--- src/rtl/shift_queue.sv ---
// Queue of shift requests feeding a registered barrel-shift output stage.
// Results carry registered AND/OR/XOR reduction flags of the shifted word.
module shift_queue #(
    parameter int WIDTH = 9,
    parameter int DEPTH = 32,
    parameter int SHW   = 4
) (
    input  logic                     clk,
    input  logic                     reset,
    input  logic                     flush,
    input  logic                     in_valid,
    output logic                     in_ready,
    input  logic [WIDTH-1:0]         in_data,
    input  logic [1:0]               in_op,
    input  logic [SHW-1:0]           in_amt,
    output logic                     out_valid,
    input  logic                     out_ready,
    output logic [WIDTH-1:0]         out_data,
    output logic                     out_and,
    output logic                     out_or,
    output logic                     out_xor,
    output logic [$clog2(DEPTH):0]   count,
    output logic                     overflow
);

    localparam int          AW   = $clog2(DEPTH);
    localparam int unsigned WU   = WIDTH;
    localparam logic [AW:0] FULL = (AW+1)'(DEPTH);

    localparam logic [1:0] OP_SLL = 2'b00;
    localparam logic [1:0] OP_SRL = 2'b01;
    localparam logic [1:0] OP_SRA = 2'b10;
    localparam logic [1:0] OP_ROL = 2'b11;

    logic [WIDTH-1:0] data_q [DEPTH];
    logic [1:0]       op_q   [DEPTH];
    logic [SHW-1:0]   amt_q  [DEPTH];

    logic [AW-1:0]    wr_ptr_q, wr_ptr_d;
    logic [AW-1:0]    rd_ptr_q, rd_ptr_d;
    logic [AW:0]      count_q, count_d;
    logic             out_valid_q, out_valid_d;
    logic [WIDTH-1:0] out_data_q, out_data_d;
    logic             and_q, and_d;
    logic             or_q, or_d;
    logic             xor_q, xor_d;
    logic             overflow_q, overflow_d;
    logic             push, load;
    logic [WIDTH-1:0] shifted;

    function automatic logic [WIDTH-1:0] do_shift(
        input logic [WIDTH-1:0] d,
        input logic [1:0]       op,
        input logic [SHW-1:0]   amt
    );
        int unsigned      a;
        int unsigned      r;
        logic [WIDTH-1:0] res;
        a = 32'(amt);
        r = a % WU;
        case (op)
            OP_SLL:  res = (a >= WU) ? '0 : (d << a);
            OP_SRL:  res = (a >= WU) ? '0 : (d >> a);
            OP_SRA:  res = (a >= WU) ? {WIDTH{d[WIDTH-1]}} : $unsigned($signed(d) >>> a);
            OP_ROL:  res = (r == 0) ? d : ((d << r) | (d >> (WU - r)));
            default: res = d;
        endcase
        return res;
    endfunction

    assign in_ready = !reset && !flush && (count_q < FULL);

    always_comb begin
        push        = in_valid && in_ready;
        load        = (count_q != '0) && (!out_valid_q || out_ready);
        shifted     = do_shift(data_q[rd_ptr_q], op_q[rd_ptr_q], amt_q[rd_ptr_q]);
        wr_ptr_d    = push ? wr_ptr_q + 1'b1 : wr_ptr_q;
        rd_ptr_d    = load ? rd_ptr_q + 1'b1 : rd_ptr_q;
        count_d     = count_q;
        if (push && !load) count_d = count_q + 1'b1;
        if (load && !push) count_d = count_q - 1'b1;
        out_valid_d = out_valid_q;
        if (load)           out_valid_d = 1'b1;
        else if (out_ready) out_valid_d = 1'b0;
        out_data_d  = load ? shifted : out_data_q;
        overflow_d  = overflow_q || (in_valid && (count_q == FULL));
        // Flush overrides the load; the output word and its flags keep their last value.
        if (flush) begin
            wr_ptr_d    = '0;
            rd_ptr_d    = '0;
            count_d     = '0;
            out_valid_d = 1'b0;
            out_data_d  = out_data_q;
        end
        and_d = &out_data_d;
        or_d  = |out_data_d;
        xor_d = ^out_data_d;
    end

    always_ff @(posedge clk) begin
        if (push) begin
            data_q[wr_ptr_q] <= in_data;
            op_q[wr_ptr_q]   <= in_op;
            amt_q[wr_ptr_q]  <= in_amt;
        end
    end

    always_ff @(posedge clk) begin
        if (reset) begin
            wr_ptr_q    <= '0;
            rd_ptr_q    <= '0;
            count_q     <= '0;
            out_valid_q <= 1'b0;
            out_data_q  <= '0;
            and_q       <= 1'b0;
            or_q        <= 1'b0;
            xor_q       <= 1'b0;
            overflow_q  <= 1'b0;
        end else begin
            wr_ptr_q    <= wr_ptr_d;
            rd_ptr_q    <= rd_ptr_d;
            count_q     <= count_d;
            out_valid_q <= out_valid_d;
            out_data_q  <= out_data_d;
            and_q       <= and_d;
            or_q        <= or_d;
            xor_q       <= xor_d;
            overflow_q  <= overflow_d;
        end
    end

    assign out_valid = out_valid_q;
    assign out_data  = out_data_q;
    assign out_and   = and_q;
    assign out_or    = or_q;
    assign out_xor   = xor_q;
    assign count     = count_q;
    assign overflow  = overflow_q;

endmodule

--- config.mk ---
export PLATFORM = sky130hd
export DESIGN_NAME = shift_queue
export DESIGN_NICKNAME = d
export VERILOG_FILES = /design/src/rtl/shift_queue.sv
export SDC_FILE = /design/constraint.sdc
export NUM_CORES = 1
export LEC_CHECK = 0
export BUFFER_PORTS_ARGS = -buffer_cell sky130_fd_sc_hd__buf_2
export CAP_MARGIN = 0
export CORE_AREA = 2 2 226 228
export DETAILED_ROUTE_END_ITERATION = 16
export DIE_AREA = 0 0 228 230
export PLACE_DENSITY = 0.59
export SYNTH_ARGS = -nofsm -noshare
export SYNTH_HDL_FRONTEND = slang
export SYNTH_SLANG_ARGS = --single-unit
export TNS_END_PERCENT = 30
--- constraint.sdc ---
create_clock -name clk -period 7.3 [get_ports clk]
set_clock_uncertainty 0.2 [all_clocks]
set_input_delay 1.46 -clock clk [delete_from_list [all_inputs] [get_ports clk]]
set_output_delay 1.46 -clock clk [all_outputs]
set_load 0.05 [all_outputs]
==> results.tsv <==
metric	value	unit
status	finished clean	
fin_ws	679	ps
routed_wirelength	60.1	mm
grt_max_degree	46	
critPathBufInv	2	
viasPerCell	5.94	
path_max_fanout	25	
overflow	0	
clk_latency	610	ps
post_cts_resized	0	
gp_congestion	0.957	
worst_pin_slew	1100	ps
synthCells	1402	
ios	41	
grt_first_pass_wirelength	88.6	mm
hp-class	reg2reg	
path_cells	buf_4 -> buf_4 -> mux2i_1 -> a21oi_1 -> nand3_1 -> nand4_1 -> nor2_1 -> nand2_1 -> ha_1 -> nor4_1 -> nand2_1 -> a222oi_1 -> o21ai_1 -> a2111oi_0 -> o32ai_1 -> ha_1 -> xnor2_1 -> xnor2_1 -> xnor2_1 -> nor2_1	
hpwlAfterDp	39.2	mm
synth_nets	1444	
yosysWarningCount	0	
cp.required	7580	ps
worst_ep_arrival_time	6910	ps
yosysSeqAreaShare	0.678	
fin_nets	1545	
path_delay_family	compound AO/OA/AOI/OAI gates	
rsz0062_at_grt	no	
antenna_found_initial	1	
die-area	0.0524	sq mm
wl_per_cell	27.1	um
final.setup.tns	0	ps
synth.avg_cell_area	15.9	sq um
drc	0	
initial_core_util	0.447	
io_buffer_count	40	
crit_path_start_kind	flop	
rows	82	
clkTransAtPathRegs	60	ps
grt_usage	0.230	
highest_layer	met4	
route.met3.wl	3.35	mm
place_ws	958	ps
core_area	0.0499	sq mm
clockBufferDepth	3	
vdd_drop_max	0.194	mV
p_leak	8.08	nW
path_class	reg2reg	
via_count	13200	
yosysMostFrequentCell	edfxtp_1	
fill_cells	4185	
layout-drive-gt1-share	0.216	
die_w	228	um
synth_common_cells	edfxtp_1, mux2i_1, nor2_1, mux4_2, nand2_1	
hold_ws	285	ps
htreeDepth	2	
die_h	230	um
wl_met2	29.3	mm
synth-edff-count	480	
numCtsBuffers	53	
setup_viol	0	
yosys-top-cells-area	edfxtp_1, mux4_2, mux2i_1	
hold_viol_final	0	
maxSlewViolCount	0	
cp_common_cell	xnor2_1	
cts_root_buf	clkbuf_16	
end_kind	flop	
area_growth	13.5	%
netlist.area_leader.share	0.646	
period_share	0.907	
ys_ff_latch	515	
firstDrtPassIters	5	
r2r_slack	680	ps
cts_hold_buf	0	
fin_crit	6620	ps
syn-cell-area	0.0223	sq mm
cpMaxStageDelayCell	a2111oi_0	
synth_top_area_cell	edfxtp_1	
cts_setup_buffers	0	
max-cap-violations	0	
ys.flop_type	edfxtp_1	
clock_sinks	515	
ant_nets	0	
first_global_vias	13100	
async_reset_ff_frac	0	
cts_tree	yes	
synth.distinct_cells	85	
wl_met1	25.7	mm
maxSlewHeadroom	0.264	
p_per_area	252	mW/mm^2
max_freq	151	MHz
dr.first_iter.drc_count	1297	
slowest_delay	810	ps
[cells in the final DEF, fill, tap and decap left out, drive strengths merged, types with 8 or more instances in the layout]
| cell | n |
|---|---|
| clkinv | 25 |
| a22oi | 35 |
| nand2b | 9 |
| a211oi | 20 |
| mux4 | 74 |
| dfxtp | 35 |
| nand4 | 10 |
| and2 | 8 |
| o21ai | 24 |
| clkbuf | 65 |
| mux2i | 122 |
| nor2b | 13 |
| ha | 21 |
| nor3 | 23 |
| o22ai | 31 |
| xor2 | 9 |
| a21oi | 53 |
| nand3 | 36 |
| edfxtp | 480 |
| o31ai | 9 |
| nand2 | 60 |
| xnor2 | 12 |
| inv | 29 |
| o211ai | 8 |
| a31oi | 8 |
| nor2 | 91 |
| buf | 119 |
[registers in the layout, indices dropped and copies added, names as in the netlist, named ones only]
register / flops
data_q: 288
amt_q: 128
op_q: 64
out_data: 9
count: 6
rd_ptr_q: 5
wr_ptr_q: 5
out_and: 1
out_or: 1
out_valid: 1
out_xor: 1
overflow: 1
[report_power, final]
part | switching, W | internal [W] | leakage, nW | total (W)
registers | 0.00000662 | 0.00324 | 4.60 | 0.00324
clock network | 0.00111 | 0.00153 | 0.830 | 0.00264
logic | 0.000343 | 0.000160 | 2.65 | 0.000502
total | 0.00146 | 0.00493 | 8.08 | 0.00638
[path summary, 6_finish.rpt]
check	startpoint	to	cells after the start
worst max-delay path	flop	out_xor	20
worst min-delay path	out_valid	out_valid	2
worst max register to register	flop	out_xor	20
worst min register to register	out_valid	out_valid	2
[worst min-delay path, stage by stage (launching register included)]
cell and delay, ps:
dfxtp_1 300, nand2b_1 70, a21oi_1 60
[cells by family after synthesis]
logic type	after synthesis	share of synthesized area
AOI/OAI and AO/OA	249	0.0797
xor gates and xnor gates	21	0.00859
adders and majority gates	22	0.0127
buffers and inverters	101	0.0240
DFF	515	0.678
muxes	203	0.133
and+or+nand+nor	291	0.0640
[per-layer routing]
metal	vias to the layer above	track usage
li1	5814	-
met3	97	0.0344
met2	450	0.385
met5	-	0
met4	0	0.0701
met1	6806	0.313
[final cells by class]
cell class / instances / area (sq um) / share of cell area
inverter: 28 / 105 / 0.00415
sequential: 515 / 15100 / 0.598
multi-input combinational: 786 / 6720 / 0.266
antenna: 1 / 2.50 / 0.0000989
clock buffer: 65 / 1390 / 0.0550
tap: 672 / 841 / 0.0332
timing repair buffer: 119 / 818 / 0.0323
clock inverter: 32 / 295 / 0.0117
[per-stage QoR]
step	utilization	total power, W	cells	instance area, sq um
global placement	0.473	0.00380	2120	23600
detailed placement	0.473	0.00380	2120	23600
global route	0.507	0.00658	2217	25300
CTS	0.507	0.00642	2217	25300
finish	0.507	0.00638	2218	25300
floorplan	-	0.00363	1402	22300
Note: power is estimated with default switching activity, not from simulation.
